[src/rtl/nlm_linebuf_sched_if.sv]
// Pixel handshake, line-SRAM access and window-tag signals of the NLM line buffer scheduler.
// master = scheduler side, slave = stream source / SRAM / NLM stage side.
interface nlm_linebuf_sched_if #(
  parameter int ADDR_WIDTH = 12,
  parameter int ROW_WIDTH  = 12,
  parameter int WIN_RADIUS = 2
);
  localparam int NL = 2 * WIN_RADIUS + 1;
  localparam int LW = $clog2(NL);

  logic                  pix_valid_i;
  logic                  pix_ready_o;
  logic [NL-1:0]         wren_to_sram_o;
  logic [ADDR_WIDTH-1:0] wraddr_to_sram_o;
  logic                  rden_from_sram_o;
  logic [ADDR_WIDTH-1:0] rdaddr_from_sram_o;
  logic                  win_valid_o;
  logic [ROW_WIDTH-1:0]  win_row_o;
  logic [ADDR_WIDTH-1:0] win_col_o;
  logic [LW-1:0]         center_line_o;

  modport master (
    input  pix_valid_i,
    output pix_ready_o, wren_to_sram_o, wraddr_to_sram_o,
           rden_from_sram_o, rdaddr_from_sram_o,
           win_valid_o, win_row_o, win_col_o, center_line_o
  );

  modport slave (
    output pix_valid_i,
    input  pix_ready_o, wren_to_sram_o, wraddr_to_sram_o,
           rden_from_sram_o, rdaddr_from_sram_o,
           win_valid_o, win_row_o, win_col_o, center_line_o
  );
endinterface

[src/rtl/nlm_linebuf_sched.sv]
// Line-SRAM sequencer for the NLM window: rotating one-hot writes, column-synchronous
// reads across all lines, and window-centre tagging through fill, run and flush phases.
module nlm_linebuf_sched #(
  parameter int DATA_WIDTH   = 16,
  parameter int ADDR_WIDTH   = 12,
  parameter int IMAGE_WIDTH  = 4032,
  parameter int IMAGE_HEIGHT = 3024,
  parameter int WIN_RADIUS   = 2,
  parameter int ROW_WIDTH    = 12
) (
  input  logic                clk,
  input  logic                rst,
  input  logic                en_i,
  input  logic                frame_start_i,
  nlm_linebuf_sched_if.master bus,
  output logic                busy_o,
  output logic                frame_done_o
);
  localparam int NL = 2 * WIN_RADIUS + 1;
  localparam int LW = $clog2(NL);

  localparam logic [ADDR_WIDTH-1:0] COL_LAST       = ADDR_WIDTH'(IMAGE_WIDTH - 1);
  localparam logic [ROW_WIDTH-1:0]  ROW_FILL_LAST  = ROW_WIDTH'(WIN_RADIUS - 1);
  localparam logic [ROW_WIDTH-1:0]  ROW_RUN_LAST   = ROW_WIDTH'(IMAGE_HEIGHT - 1);
  localparam logic [ROW_WIDTH-1:0]  ROW_FLUSH_LAST = ROW_WIDTH'(IMAGE_HEIGHT + WIN_RADIUS - 1);
  localparam logic [ROW_WIDTH-1:0]  ROW_R          = ROW_WIDTH'(WIN_RADIUS);
  localparam logic [LW-1:0]         LINE_LAST      = LW'(NL - 1);
  localparam logic [LW:0]           CTR_OFF        = (LW + 1)'(NL - WIN_RADIUS);
  localparam logic [LW:0]           NL_EXT         = (LW + 1)'(NL);

  typedef enum logic [2:0] {IDLE, FILL, RUN, FLUSH, DONE} state_t;

  state_t                state, state_next;
  logic [ADDR_WIDTH-1:0] col;
  logic [ROW_WIDTH-1:0]  in_row;
  logic [LW-1:0]         wr_line;
  logic                  pix_ready, accept, rd_issue, last_read, start;
  logic [LW:0]           ctr_sum;
  logic [LW-1:0]         center_next;

  always_ff @(posedge clk) begin
    if (rst) state <= IDLE;
    else     state <= state_next;
  end

  always_comb begin
    state_next = state;
    pix_ready  = 1'b0;
    accept     = 1'b0;
    rd_issue   = 1'b0;
    last_read  = 1'b0;
    start      = 1'b0;
    unique case (state)
      IDLE: begin
        start = frame_start_i && en_i;
        if (start) state_next = FILL;
      end
      FILL: begin
        pix_ready = en_i;
        accept    = pix_ready && bus.pix_valid_i;
        if (accept && in_row == ROW_FILL_LAST && col == COL_LAST) state_next = RUN;
      end
      RUN: begin
        pix_ready = en_i;
        accept    = pix_ready && bus.pix_valid_i;
        rd_issue  = accept;
        if (accept && in_row == ROW_RUN_LAST && col == COL_LAST) state_next = FLUSH;
      end
      FLUSH: begin
        rd_issue  = en_i;
        last_read = en_i && in_row == ROW_FLUSH_LAST && col == COL_LAST;
        if (last_read) state_next = DONE;
      end
      DONE: if (en_i) state_next = IDLE;
      default: state_next = IDLE;
    endcase
  end

  // wr_line equals in_row mod NL, so the centre line sits R lines behind it.
  always_comb begin
    ctr_sum     = {1'b0, wr_line} + CTR_OFF;
    center_next = (ctr_sum >= NL_EXT) ? LW'(ctr_sum - NL_EXT) : LW'(ctr_sum);
  end

  assign bus.pix_ready_o        = pix_ready;
  assign bus.wren_to_sram_o     = accept ? (NL'(1) << wr_line) : '0;
  assign bus.wraddr_to_sram_o   = accept ? col : '0;
  assign bus.rden_from_sram_o   = rd_issue;
  assign bus.rdaddr_from_sram_o = rd_issue ? col : '0;
  assign busy_o                 = (state != IDLE);

  // wr_line keeps rotating through FLUSH so the centre-line derivation stays valid there.
  always_ff @(posedge clk) begin
    if (rst) begin
      col               <= '0;
      in_row            <= '0;
      wr_line           <= '0;
      bus.win_valid_o   <= 1'b0;
      bus.win_row_o     <= '0;
      bus.win_col_o     <= '0;
      bus.center_line_o <= '0;
      frame_done_o      <= 1'b0;
    end else begin
      bus.win_valid_o <= rd_issue;
      frame_done_o    <= last_read;
      if (rd_issue) begin
        bus.win_row_o     <= in_row - ROW_R;
        bus.win_col_o     <= col;
        bus.center_line_o <= center_next;
      end
      if (start) begin
        col     <= '0;
        in_row  <= '0;
        wr_line <= '0;
      end else if (accept || rd_issue) begin
        if (col == COL_LAST) begin
          col <= '0;
          if (!last_read) begin
            in_row  <= in_row + ROW_WIDTH'(1);
            wr_line <= (wr_line == LINE_LAST) ? '0 : wr_line + LW'(1);
          end
        end else begin
          col <= col + ADDR_WIDTH'(1);
        end
      end
    end
  end
endmodule

[src/flat_wrapper.sv]
// flat-port wrapper written by rule: the top's interface ports become plain ports
module nlm_linebuf_sched_flat 
#(
  parameter int DATA_WIDTH   = 16,
  parameter int ADDR_WIDTH   = 12,
  parameter int IMAGE_WIDTH  = 4032,
  parameter int IMAGE_HEIGHT = 3024,
  parameter int WIN_RADIUS   = 2,
  parameter int ROW_WIDTH    = 12
)
  (clk, rst, en_i, frame_start_i, busy_o, frame_done_o, bus_pix_valid_i, bus_pix_ready_o, bus_wren_to_sram_o, bus_wraddr_to_sram_o, bus_rden_from_sram_o, bus_rdaddr_from_sram_o, bus_win_valid_o, bus_win_row_o, bus_win_col_o, bus_center_line_o);
  nlm_linebuf_sched_if #(.ADDR_WIDTH(ADDR_WIDTH), .ROW_WIDTH(ROW_WIDTH), .WIN_RADIUS(WIN_RADIUS)) bus_i ();
  input  logic clk;
  input  logic rst;
  input  logic en_i;
  input  logic frame_start_i;
  output logic busy_o;
  output logic frame_done_o;
  input wire logic [$bits(bus_i.pix_valid_i)-1:0] bus_pix_valid_i;
  output wire logic [$bits(bus_i.pix_ready_o)-1:0] bus_pix_ready_o;
  output wire logic [$bits(bus_i.wren_to_sram_o)-1:0] bus_wren_to_sram_o;
  output wire logic [$bits(bus_i.wraddr_to_sram_o)-1:0] bus_wraddr_to_sram_o;
  output wire logic [$bits(bus_i.rden_from_sram_o)-1:0] bus_rden_from_sram_o;
  output wire logic [$bits(bus_i.rdaddr_from_sram_o)-1:0] bus_rdaddr_from_sram_o;
  output wire logic [$bits(bus_i.win_valid_o)-1:0] bus_win_valid_o;
  output wire logic [$bits(bus_i.win_row_o)-1:0] bus_win_row_o;
  output wire logic [$bits(bus_i.win_col_o)-1:0] bus_win_col_o;
  output wire logic [$bits(bus_i.center_line_o)-1:0] bus_center_line_o;
  assign bus_i.pix_valid_i = bus_pix_valid_i;
  assign bus_pix_ready_o = bus_i.pix_ready_o;
  assign bus_wren_to_sram_o = bus_i.wren_to_sram_o;
  assign bus_wraddr_to_sram_o = bus_i.wraddr_to_sram_o;
  assign bus_rden_from_sram_o = bus_i.rden_from_sram_o;
  assign bus_rdaddr_from_sram_o = bus_i.rdaddr_from_sram_o;
  assign bus_win_valid_o = bus_i.win_valid_o;
  assign bus_win_row_o = bus_i.win_row_o;
  assign bus_win_col_o = bus_i.win_col_o;
  assign bus_center_line_o = bus_i.center_line_o;
  nlm_linebuf_sched #(.DATA_WIDTH(DATA_WIDTH), .ADDR_WIDTH(ADDR_WIDTH), .IMAGE_WIDTH(IMAGE_WIDTH), .IMAGE_HEIGHT(IMAGE_HEIGHT), .WIN_RADIUS(WIN_RADIUS), .ROW_WIDTH(ROW_WIDTH)) u_core (.clk(clk), .rst(rst), .en_i(en_i), .frame_start_i(frame_start_i), .bus(bus_i), .busy_o(busy_o), .frame_done_o(frame_done_o));
endmodule
[config.mk]
export PLATFORM = sky130hd
export DESIGN_NAME = nlm_linebuf_sched_flat
export DESIGN_NICKNAME = d
export VERILOG_FILES = /design/src/rtl/nlm_linebuf_sched_if.sv /design/src/rtl/nlm_linebuf_sched.sv /design/src/flat_wrapper.sv
export SDC_FILE = /design/constraint.sdc
export NUM_CORES = 1
export LEC_CHECK = 0
export CAP_MARGIN = 0
export CORE_MARGIN = 1
export CORE_UTILIZATION = 30
export CTS_CLUSTER_DIAMETER = 40
export CTS_CLUSTER_SIZE = 16
export DETAILED_ROUTE_END_ITERATION = 16
export GPL_TIMING_DRIVEN = 0
export SETUP_SLACK_MARGIN = 0.3
export SLEW_MARGIN = 20
export SYNTH_ARGS = -nofsm -noshare
export SYNTH_HDL_FRONTEND = slang
export SYNTH_SLANG_ARGS = --single-unit
[constraint.sdc]
create_clock -name clk -period 2.8 [get_ports clk]
set_input_delay 0.42 -clock clk [delete_from_list [all_inputs] [get_ports clk]]
set_output_delay 0.42 -clock clk [all_outputs]
set_load 0.005 [all_outputs]
==> results.cfg <==
[outcome]
status = finished, final reports clean

[clock_tree]
cts-buffers-inserted = 9
clockRootBuffer = clkbuf_8
clk_latency_ns = 0.36
clkSinkCount = 59
cts_tree = yes
cts_buffer_depth = 2
cts-hold-fix-buffers = 0
cts_htree_levels = 3
clkTransAtPathRegs_ns = 0.08

[sta]
setup_viol = 0
skew_ns = 0.0112
hold_viol_final = 0
fmax_mhz = 413
tns_ns = 0
rsz0062_at_grt = yes
period_minus_slack_ns = 2.42
fin_crit_sh_pct = 86.5
relSlewSlack_pct = 54.7
tightest_slew_ns = 0.679
slew_violations = 0

[power_and_ir_drop]
peakVddDrop_v = 0.000272
power.density_nw_per_um2 = 481
power.static_leakage_nw = 2.00
power_mw = 2.05

[floorplanning]
num_io_pins = 66
start_util_pct = 30.8
die_x_um = 102
die-area_sq_um = 10400
rows = 36
fp.dieH_um = 102
core_area_sq_um = 9770

[routing]
viasPerCell = 4.92
drtPass1Iterations = 4
ant_nets = 0
vias = 2936
drc = 0
wl_per_cell_um = 14.8
wl_um = 8830
drtIter0Drc = 167

[global_route]
antenna_found_initial = 0
grt_use_total_pct = 17.6
grt_max_degree = 13
grt_pass1_vias = 2733
grt_pass1_wl_um = 13800
grt_remaining_overflow = 0

[synthesis]
synth.distinct_cells = 48
syn_avg_cell_area_sq_um = 8.14
ys_warn_count = 0
synthFlopType = dfxtp_1
synth.net_count = 388
synth-seq-cells = 59
synthesis.area_sq_um = 3010
ys_seq_area_share_pct = 39.2
synth_edf_count = 0
async_reset_ff_share_pct = 0
synthCells = 370

[critical_path]
cp.arrival_ns = 2.65
crit_chain = inv_1 -> ha_1 -> or3b_1 -> or4_4 -> o211ai_4 -> buf_8 -> buf_12 -> mux2i_1 -> nor2_1
cp-start-kind = flip-flop
crit_fanout = 10
cp_num_buf_inv = 3
r2r_start = u_core.in_row[1]$_SDFFE_PP0P_
worstSetupPathType = reg -> reg
critPathTopFamily = simple AND/OR/NAND/NOR gates
critPathCaptureType = flip-flop
slowest_delay_ns = 0.54
crit_slowest_cell = or4_4
startpoint = u_core.in_row[1]$_SDFFE_PP0P_
required_ns = 3.03

[place]
place_congestion = 0.830
io_buffers = 65
post-dp-hpwl_um = 6120

[hold_path]
hp-start = u_core.bus.win_col_o[9]$_SDFFE_PP0N_
hold_path_class = reg -> reg

[cells_and_area]
utilization_pct = 43.6
diodes = 0
final_nets = 477
layout-drive-gt1-share_pct = 11.9
syn_to_final_growth_pct = 41.4

[flow_run]
cap_viol_max_count = 0
==> flip-flops by register name (all words and copies together), names as in the netlist <==
name                      count
u_core.in_row                12
u_core.col                   12
u_core.state                  3
u_core.wr_line                3
u_core.bus.win_row_o         12
u_core.frame_done_o           1
u_core.bus.win_valid_o        1
u_core.bus.center_line_o      3
u_core.bus.win_col_o         12
==> final timing paths <==
check                           slack (ns)                                    to  cells past startpoint
worst max-delay path                  0.38        u_core.wr_line[1]$_SDFFE_PP0P_                      9
worst min-delay path                  0.46  u_core.bus.win_col_o[9]$_SDFFE_PP0N_                      2
worst max register to register        0.38        u_core.wr_line[1]$_SDFFE_PP0P_                      9
worst min register to register        0.46  u_core.bus.win_col_o[9]$_SDFFE_PP0N_                      2
==> report_power, final <==
| part | total, mW | switching, mW | internal [mW] |
|---|---|---|---|
| Sequential | 0.885 | 0.0158 | 0.869 |
| Combinational | 0.355 | 0.186 | 0.169 |
| Clock | 0.809 | 0.393 | 0.416 |
==> cells in the mapped netlist, drive strengths merged (2+ instances only) <==
library cell	n	area [sq um]
ha	13	163
nand3b	5	37.5
nand3	8	40.0
buf	7	55.1
nor2b	3	18.8
or4	3	26.3
xor2	13	114
nor2	38	143
and4b	2	20.0
dfxtp	59	1180
nand4	4	25.0
nor3b	2	15.0
o21ai	13	65.1
a311oi	4	35.0
nand2b	4	25.0
a211oi	9	67.6
nand2	43	161
and4	2	17.5
clkbuf	16	60.1
inv	23	86.3
nor3	7	35.0
a21oi	26	134
and2	4	25.0
o31ai	3	22.5
a211o	2	17.5
or3	9	56.3
nor4	2	12.5
and3	22	138
o211ai	2	20.0
o211a	2	20.0
xnor2	10	87.6
==> worst register-to-register path: stages (launching register included) <==
cell	delay (ns)
dfxtp_1	0.36
inv_1	0.11
ha_1	0.13
or3b_1	0.39
or4_4	0.54
o211ai_4	0.21
buf_8	0.16
buf_12	0.13
mux2i_1	0.21
nor2_1	0.06
==> metal layers <==
layer | part of all wire [%] | GRT usage [%] | vias to the layer above
met3 | 5.8 | 3.63 | 14
met5 | 0 | 0 | -
met2 | 45 | 28.5 | 85
li1 | - | - | 1462
met1 | 47 | 22.5 | 1375
met4 | 2.0 | 7.91 | 0
==> placed cells by master, fill, tap and decap left out, types with 13 or more instances in the layout <==
cell type / n
a21oi_1: 25
and3_1: 22
buf_4: 13
clkdlybuf4s50_1: 47
dfxtp_1: 58
dlymetal6s2s_1: 15
ha_1: 13
inv_1: 22
nand2_1: 42
nor2_1: 38
xor2_1: 13
==> kinds of logic after synthesis <==
| logic type | Yosys count | share of synthesized area [%] |
|---|---|---|
| AO/OA/AOI/OAI | 66 | 14.0 |
| AND/OR/NAND/NOR | 160 | 27.0 |
| multiplexers | 2 | 0.706 |
| XOR/XNOR | 23 | 6.69 |
| flip-flops | 59 | 39.2 |
| buffers and inverters | 46 | 6.69 |
| adder cells (fa/ha/maj) | 14 | 5.73 |
==> final cells by class <==
class	count	area, sq um
plain buffers	23	171
flip-flops and latches	59	1180
multi-input cells	265	1670
well taps	133	166
clock buffers	9	124
fillers	1014	5520
repair buffers	78	785
clock inverters	7	77.6
inverters	23	86.3
==> per-stage QoR <==
stage / setup slack, ns / area [sq um] / instances / hold slack (ns)
2_1_floorplan: 0.603 / 3010 / 370 / 0.453
3_3_place_gp: -0.812 / 3830 / 568 / 0.448
3_5_place_dp: -0.862 / 3830 / 568 / 0.448
4_1_cts: 0.275 / 4140 / 589 / 0.459
5_1_grt: 0.266 / 4260 / 597 / 0.486
6_report: 0.377 / 4260 / 597 / 0.458
==> timing repair <==
action | in CTS | in global routing
pin swaps | 0 | 1
endpoints found under the setup margin | 37 | 30
resized for setup | 28 | 27
setup buffers | 5 | 8
(Power assumes the default switching activity.)
